<file path="config.mk">
export PLATFORM = sky130hd
export DESIGN_NAME = uart_rx_fifo
export DESIGN_NICKNAME = d
export VERILOG_FILES = /design/src/rtl/uart_pkg.sv /design/src/rtl/uart_fifo_mem.sv /design/src/rtl/uart_rx_fifo.sv
export SDC_FILE = /design/constraint.sdc
export NUM_CORES = 1
export LEC_CHECK = 0
export ABC_AREA = 0
export BUFFER_PORTS_ARGS = -buffer_cell sky130_fd_sc_hd__buf_2
export CAP_MARGIN = 25
export CORE_AREA = 8 8 83 85
export CTS_CLUSTER_SIZE = 14
export DETAILED_ROUTE_END_ITERATION = 8
export DIE_AREA = 0 0 91 93
export GPL_TIMING_DRIVEN = 0
export HOLD_SLACK_MARGIN = 0.06
export MAX_ROUTING_LAYER = met4
export PLACE_DENSITY = 0.74
export SYNTH_ARGS = -nofsm -noshare
export SYNTH_HDL_FRONTEND = slang
export SYNTH_SLANG_ARGS = --single-unit
</file>
<file path="constraint.sdc">
create_clock -name CLKIN -period 3 [get_ports CLKIN]
set_clock_uncertainty 0.15 [all_clocks]
set_input_delay 0.3 -clock CLKIN [delete_from_list [all_inputs] [get_ports CLKIN]]
set_output_delay 0.3 -clock CLKIN [all_outputs]
set_load 0.02 [all_outputs]
</file>
<file path="src/rtl/uart_pkg.sv">
// Shared constants and types for the UART receive path.
package uart_pkg;

    localparam int UART_WIDTH      = 8;
    localparam int UART_OVERSAMPLE = 16;
    localparam int UART_FIFO_DEPTH = 8;

    // Bit 1 = accepted write, bit 0 = pop.
    typedef enum logic [1:0] {
        FIFO_IDLE = 2'b00,
        FIFO_POP  = 2'b01,
        FIFO_PUSH = 2'b10,
        FIFO_BOTH = 2'b11
    } fifo_op_e;

endpackage

</file>
<file path="src/rtl/uart_fifo_mem.sv">
// Simple dual-port register array: synchronous write, asynchronous read.
module uart_fifo_mem
    import uart_pkg::*;
#(
    parameter  int DEPTH = UART_FIFO_DEPTH,
    parameter  int WIDTH = UART_WIDTH,
    localparam int AW    = $clog2(DEPTH)
) (
    input  logic             clk,
    input  logic             we,
    input  logic [AW-1:0]    waddr,
    input  logic [WIDTH-1:0] wdata,
    input  logic [AW-1:0]    raddr,
    output logic [WIDTH-1:0] rdata
);

    logic [WIDTH-1:0] mem_q [DEPTH];

    // Storage write port; contents are deliberately never cleared.
    always_ff @(posedge clk) begin
        if (we) begin
            mem_q[waddr] <= wdata;
        end
    end

    assign rdata = mem_q[raddr];

endmodule

</file>
<file path="src/rtl/uart_rx_fifo.sv">
// Receive byte buffer behind uart_receiver: FWFT output stream, occupancy
// count, and a sticky flag for bytes dropped while full.
module uart_rx_fifo
    import uart_pkg::*;
#(
    parameter  int DEPTH = UART_FIFO_DEPTH,
    parameter  int WIDTH = UART_WIDTH,
    localparam int CW    = $clog2(DEPTH + 1)
) (
    input  logic             CLKIN,
    input  logic             RESET,
    input  logic             clock_enable,
    input  logic [WIDTH-1:0] rx_data,
    input  logic             rx_valid,
    output logic             rx_ready,
    output logic [WIDTH-1:0] out_data,
    output logic             out_valid,
    input  logic             out_ready,
    output logic [CW-1:0]    count,
    output logic             overflow,
    input  logic             overflow_clear
);

    localparam int            AW       = $clog2(DEPTH);
    localparam logic [CW-1:0] FULL_CNT = CW'(DEPTH);

    logic [AW-1:0] wr_ptr_q, wr_ptr_d;
    logic [AW-1:0] rd_ptr_q, rd_ptr_d;
    logic [CW-1:0] count_q, count_d;
    logic          out_valid_q, out_valid_d;
    logic          rx_ready_q, rx_ready_d;
    logic          overflow_q, overflow_d;

    logic     push_s, pop_s, full_s, wr_en_s, drop_s;
    fifo_op_e op_s;

    // rx_valid spans many CLKIN cycles but meets clock_enable exactly once.
    assign push_s  = rx_valid & clock_enable;
    assign pop_s   = out_valid_q & out_ready;
    assign full_s  = (count_q == FULL_CNT);
    assign wr_en_s = push_s & (~full_s | pop_s);
    assign drop_s  = push_s & full_s & ~pop_s;
    assign op_s    = fifo_op_e'({wr_en_s, pop_s});

    uart_fifo_mem #(
        .DEPTH (DEPTH),
        .WIDTH (WIDTH)
    ) u_mem (
        .clk   (CLKIN),
        .we    (wr_en_s & ~RESET),
        .waddr (wr_ptr_q),
        .wdata (rx_data),
        .raddr (rd_ptr_q),
        .rdata (out_data)
    );

    // Next-state for pointers, occupancy, status flags.
    always_comb begin
        wr_ptr_d = wr_ptr_q;
        rd_ptr_d = rd_ptr_q;
        count_d  = count_q;
        case (op_s)
            FIFO_PUSH: begin
                wr_ptr_d = wr_ptr_q + AW'(1);
                count_d  = count_q + CW'(1);
            end
            FIFO_POP: begin
                rd_ptr_d = rd_ptr_q + AW'(1);
                count_d  = count_q - CW'(1);
            end
            FIFO_BOTH: begin
                wr_ptr_d = wr_ptr_q + AW'(1);
                rd_ptr_d = rd_ptr_q + AW'(1);
            end
            default: begin
                count_d = count_q;
            end
        endcase

        // A drop in the same cycle as a clear must leave the flag set.
        if (drop_s) begin
            overflow_d = 1'b1;
        end else if (overflow_clear) begin
            overflow_d = 1'b0;
        end else begin
            overflow_d = overflow_q;
        end

        out_valid_d = (count_d != {CW{1'b0}});
        rx_ready_d  = (count_d < FULL_CNT);
    end

    // State registers with synchronous reset.
    always_ff @(posedge CLKIN) begin
        if (RESET) begin
            wr_ptr_q    <= {AW{1'b0}};
            rd_ptr_q    <= {AW{1'b0}};
            count_q     <= {CW{1'b0}};
            out_valid_q <= 1'b0;
            rx_ready_q  <= 1'b1;
            overflow_q  <= 1'b0;
        end else begin
            wr_ptr_q    <= wr_ptr_d;
            rd_ptr_q    <= rd_ptr_d;
            count_q     <= count_d;
            out_valid_q <= out_valid_d;
            rx_ready_q  <= rx_ready_d;
            overflow_q  <= overflow_d;
        end
    end

    assign count     = count_q;
    assign out_valid = out_valid_q;
    assign rx_ready  = rx_ready_q;
    assign overflow  = overflow_q;

endmodule

</file>
==> impl_metrics.py, run 1 <==
metrics = {
    "routing": {
        "via_per_inst": 5.42,
        "drt_first_pass_iters": 4,
        "wl_per_cell_um": 19.0,
        "vias": 1609,
        "drtIter0Drc": 55,
        "drt-total-wl_mm": 5.65,
        "antenna_left": 0,
        "drc": 0,
    },
    "global_route": {
        "first_global_vias": 1827,
        "grt_pass1_wl_mm": 9.34,
        "grt.total_usage": 0.153,
        "grt_overflow": 0,
        "grt_max_degree": 13,
        "antenna_found_initial": 0,
    },
    "power_and_ir_drop": {
        "power_leakage_nw": 1.22,
        "ir_worst_vdd_uv": 452,
        "powerDensity_mw_per_mm2": 660,
        "total_power_mw": 2.39,
    },
    "synthesis": {
        "async_flop_share": 0,
        "yosysTopAreaCell": "edfxtp_1",
        "seq_area_frac_synth": 0.716,
        "synth_top_family_by_area": "multiplexers",
        "synth_edf_count": 64,
        "synthSimpleGateAreaFrac": 0.0683,
        "yosysUniqueCellTypes": 32,
        "syn_area_per_cell_um2": 18.3,
        "syn-num-nets": 188,
        "synth_compound_area_frac": 0.0168,
        "netlist_area_mm2": 0.00313,
        "synthAdderAreaFrac": 0.0120,
        "muxShareOfSynthArea": 0.150,
        "synth_area_leaders": "edfxtp_1, mux4_2, dfxtp_1",
        "synth_most_common_cell": "edfxtp_1",
        "synth_common_cells": "edfxtp_1, dfxtp_1, mux4_2, nor2_1, mux2_2",
        "ys.flop_type": "edfxtp_1",
        "synthXorXnorAreaFrac": 0.0224,
        "synth_top_area_share": 0.614,
        "synth_cells": 171,
        "yosys_warnings": 0,
        "synth-seq-cells": 80,
    },
    "clock_tree": {
        "ctsHtreeMaxLevel": 3,
        "clockBufferDepth": 2,
        "clk_pin_slew_worst_paths_ps": 70,
        "cts.sinks": 80,
        "cts_tree": "done",
        "clk_latency_ps": 340,
        "cts_buffers": 9,
        "cts_root_buffer": "clkbuf_8",
        "cts_setup_buffers": 0,
        "cts_resized": 0,
    },
    "sta": {
        "drv_slew": 0,
        "layout_min_cycle_time_ps": 2730,
        "fmax_mhz": 366,
        "hold_viol_final": 0,
        "worst_pin_slew_ps": 920,
        "period_share": 0.911,
        "layout_setup_ws_ps": 266,
        "setup_viol": 0,
        "rsz0062_at_grt": "no",
        "max_slew_margin": 0.385,
        "setup_tns_ps": 0,
    },
    "outcome": {
        "status": "completed",
    },
    "worst_setup_path": {
        "worst_path_max_delay_cell": "buf_1",
        "worstPathRequired_ps": 2550,
        "cpLargestDelayFamily": "buffers and inverters",
        "cp-end-kind": "output pin",
        "cpPeakStageDelay_ps": 560,
        "worst-setup-path-type": "reg -> out",
        "cp_max_fo": 10,
        "start_kind": "register",
        "critPathBufInv": 3,
        "cp_cell_sequence": "clkbuf_2 -> buf_1 -> mux4_2 -> mux2_2 -> buf_2",
        "cp.arrival_ps": 2280,
    },
    "floorplan": {
        "num_rows": 28,
        "die_area_mm2": 0.00846,
        "die_h_um": 93,
        "pin_count": 29,
        "fp.coreArea_mm2": 0.00568,
        "die_w_um": 91,
        "initial_core_util": 0.552,
    },
    "cells_and_area": {
        "drive_gt1_frac": 0.374,
        "post-route-util": 0.639,
        "multi_input_area_um2": 882,
        "regArea_mm2": 0.00224,
        "nets": 234,
        "fillCellCount": 421,
        "finalNonFillerCells": 297,
        "area_growth_pct": 15.9,
        "diodes": 0,
    },
    "placed_design": {
        "place_inst": 280,
        "numPortBuffers": 28,
        "gpl.final_weighted_congestion": 0.863,
        "dpl_worst_slack_ps": 460,
        "hpwl_mm": 4.04,
    },
    "flow_run": {
        "cap_violations": 0,
    },
    "worst_hold_path": {
        "hold_class": "in -> reg",
    },
}
## metal layers
layer	GRT usage	part of all wire	vias to the layer above
met1	0.171	0.40	803
met5	-	0	-
met4	0.0778	0.018	0
met3	0.0401	0.039	8
li1	-	-	756
met2	0.252	0.54	42
## state kept, by name (all words and copies together) (netlist names), named ones only
register	flops
count	4
out_valid	1
overflow	1
rd_ptr_q	3
rx_ready	1
u_mem.mem_q	64
wr_ptr_q	3
## cell usage in the layout (no fill, tap or decap), types with 2 or more instances in the layout
| cell type | n |
|---|---|
| edfxtp_1 | 64 |
| buf_2 | 29 |
| buf_4 | 6 |
| xor2_1 | 6 |
| xnor2_1 | 2 |
| dfxtp_1 | 16 |
| nor4b_2 | 4 |
| buf_1 | 2 |
| mux2_2 | 8 |
| nor4_2 | 2 |
| ha_1 | 3 |
| clkbuf_8 | 11 |
| clkbuf_1 | 9 |
| mux4_2 | 16 |
| nor2_1 | 15 |
| a21oi_1 | 3 |
| nand2_1 | 7 |
| mux2i_1 | 2 |
## area by class of cell
cell class / instances / share of cell area
sequential: 80 / 0.618
multi-input combinational: 82 / 0.243
timing repair buffer: 35 / 0.0538
clock buffer: 16 / 0.0469
tap: 75 / 0.0259
buffer: 9 / 0.0121
## final timing paths
path | startpoint | to | slack, ps | cells after the start
worst max-delay path | register | out_data[1] | 270 | 5
worst min-delay path | rx_data[5] | u_mem.mem_q[5][5] | 80 | 1
worst max register to register | count[1] | u_mem.mem_q[6][5] | 440 | 5
worst min register to register | rd_ptr_q[1] | rd_ptr_q[1] | 350 | 2
## kinds of logic after synthesis
kind of cell	count (synthesis)
multiplexers	26
XOR/XNOR	8
adder cells (fa/ha/maj)	3
buffers and inverters	9
flip-flops	80
AND/OR/NAND/NOR	38
AO/OA/AOI/OAI	7
## repair_timing
action / 4_1_cts / 5_1_grt
hold endpoints to repair: 8 / 0
hold buffers: 1 / 0
setup endpoints to repair: 0 / 0
## metrics by stage
stage                     cell area, um^2  hold slack (ps)
after detailed placement             3450              348
after global placement               3360              323
after floorplan                      3130              249
after CTS                            3630             63.4
after global routing                 3630             82.4
final                                3630             76.3
## report_power, final
part           leakage, nW  internal, mW  total [mW]  switching, mW
clock               0.0850         0.348       0.683          0.335
combinational        0.431         0.198       0.431          0.233
sequential           0.707          1.24        1.28         0.0399
Note: power is estimated with default switching activity, not from simulation.
==> run 2: changes to the inputs <==
==> constraint.sdc (replaced) <==
create_clock -name CLKIN -period 3 [get_ports CLKIN]
set_clock_uncertainty 0.15 [all_clocks]
set_input_delay 0.45 -clock CLKIN [delete_from_list [all_inputs] [get_ports CLKIN]]
set_output_delay 0.45 -clock CLKIN [all_outputs]
set_load 0.02 [all_outputs]
==> impl_metrics.py, run 2 (synthesized netlist as in run 1, its figures left out) <==
metrics = {
    "outcome": {
        "status": "completed",
    },
    "sta": {
        "period_share": 0.960,
        "layout_min_cycle_time_ps": 2880,
        "hold_viol_final": 0,
        "rsz0062_at_grt": "no",
        "worst_pin_slew_ps": 917,
        "layout_setup_ws_ps": 119,
        "setup_tns_ps": 0,
        "setup_viol": 0,
        "max_slew_margin": 0.386,
        "fmax_mhz": 347,
        "drv_slew": 0,
    },
    "clock_tree": {
        "cts_tree": "done",
        "cts_setup_buffers": 0,
        "ctsHtreeMaxLevel": 3,
        "cts.sinks": 80,
        "clockBufferDepth": 2,
        "holdBufCountCts": 0,
        "cts_root_buffer": "clkbuf_8",
        "cts_buffers": 9,
        "clk_pin_slew_worst_paths_ps": 70,
        "clk_latency_ps": 340,
        "cts_resized": 0,
    },
    "power_and_ir_drop": {
        "power_leakage_nw": 1.22,
        "powerDensity_mw_per_mm2": 660,
        "ir_worst_vdd_uv": 450,
    },
    "cells_and_area": {
        "area_growth_pct": 15.5,
        "diodes": 0,
        "multi_input_area_um2": 882,
        "largest_register": "u_mem.mem_q",
        "fillCellCount": 422,
        "regArea_mm2": 0.00224,
        "layout_commonest_cell": "edfxtp_1",
        "nets": 233,
        "drive_gt1_frac": 0.376,
        "final_cell_mix": "edfxtp_1, buf_2, mux4_2, dfxtp_1, nor2_1",
        "largest_reg_flops": 64,
    },
    "worst_setup_path": {
        "path_depth": 5,
        "ff2ff_setup_slack_ps": 460,
        "start_kind": "register",
        "cp.arrival_ps": 2280,
        "worstPathRequired_ps": 2400,
        "cpLargestDelayFamily": "buffers and inverters",
        "critPathBufInv": 3,
        "r2r_start": "count[1]",
        "reg2reg_to": "u_mem.mem_q[6][5]",
        "crit_path_end": "out_data[1]",
        "worst_path_max_delay_cell": "buf_1",
        "cp_max_fo": 10,
        "rr_worst_depth": 5,
        "cp_cell_sequence": "clkbuf_2 -> buf_1 -> mux4_2 -> mux2_2 -> buf_2",
        "cp-end-kind": "output pin",
        "worst-setup-path-type": "reg -> out",
        "cpPeakStageDelay_ps": 550,
    },
    "global_route": {
        "grt_pass1_wl_mm": 9.29,
        "grt.total_usage": 0.153,
        "grt_max_degree": 13,
        "grt_use_met2": 0.249,
        "first_global_vias": 1821,
        "grt_overflow": 0,
        "met1_usage": 0.171,
        "antenna_found_initial": 0,
        "use_met3": 0.0401,
        "busiest_layer": "met2",
    },
    "routing": {
        "via_per_inst": 5.42,
        "drc": 0,
        "vias": 1604,
        "drt_first_pass_iters": 4,
        "drt-total-wl_mm": 5.61,
        "antenna_left": 0,
        "wl_per_cell_um": 19.0,
        "drtIter0Drc": 59,
    },
    "floorplan": {
        "num_rows": 28,
        "pin_count": 29,
        "die_h_um": 93,
        "die_w_um": 91,
        "fp.coreArea_mm2": 0.00568,
        "initial_core_util": 0.552,
        "die_area_mm2": 0.00846,
    },
    "placed_design": {
        "numPortBuffers": 28,
        "dpl_worst_slack_ps": 412,
        "gpl.final_weighted_congestion": 0.863,
        "hpwl_mm": 4.04,
    },
    "worst_hold_path": {
        "hold_class": "in -> reg",
    },
    "flow_run": {
        "cap_violations": 0,
    },
}
-- run 2: cell types whose count changed in the layout (fill, tap and decap cells not counted), sizes merged --
cell / delta
dlygate4sd3: -1
-- run 2: metal layers --
layer,up-vias,wire (um),share of wire
met5,-,0,0
met4,0,81,0.014
met3,6,234,0.042
met2,43,3040,0.54
met1,801,2250,0.40
li1,754,-,-
-- run 2: metrics by stage --
stage | hold WS (ps) | total power [mW] | cell area (um^2) | std cells | utilization
global placement | 323 | 1.72 | 3360 | 274 | 0.593
finish | 226 | 2.39 | 3620 | 296 | 0.637
floorplan | 304 | 1.62 | 3130 | 171 | -
global route | 232 | 2.51 | 3620 | 296 | 0.637
CTS | 203 | 2.42 | 3620 | 296 | 0.637
detailed placement | 348 | 1.74 | 3450 | 280 | 0.607
-- run 2: final cells by class --
cell class | instances | area share
sequential | 80 | 0.620
timing repair buffer | 34 | 0.0512
tap | 75 | 0.0259
clock buffer | 16 | 0.0470
buffer | 9 | 0.0121
multi-input combinational | 82 | 0.244
-- run 2: worst min-delay path by stage --
stage | end | from | slack (ps) | cells after the start
after floorplan | register | rd_ptr_q[1] | 300 | 2
after global placement | rd_ptr_q[1] | rd_ptr_q[1] | 320 | 2
after detailed placement | rd_ptr_q[1] | rd_ptr_q[1] | 350 | 2
after CTS | u_mem.mem_q[2][7] | rx_data[7] | 200 | 1
after global routing | u_mem.mem_q[5][5] | rx_data[5] | 230 | 1
final | u_mem.mem_q[2][7] | rx_data[7] | 230 | 1
-- run 2: power breakdown --
part / internal, mW / switching (mW) / leakage (nW)
logic: 0.197 / 0.232 / 0.427
clock network: 0.348 / 0.330 / 0.0850
registers: 1.24 / 0.0399 / 0.707
total: 1.79 / 0.603 / 1.22
-- run 2: worst reg2reg max path, cell delays in order (launching register included) --
cell	delay, ps
dfxtp_1	490
nor4b_4	110
a21oi_2	290
nand2_1	210
nor4b_2	720
buf_4	280
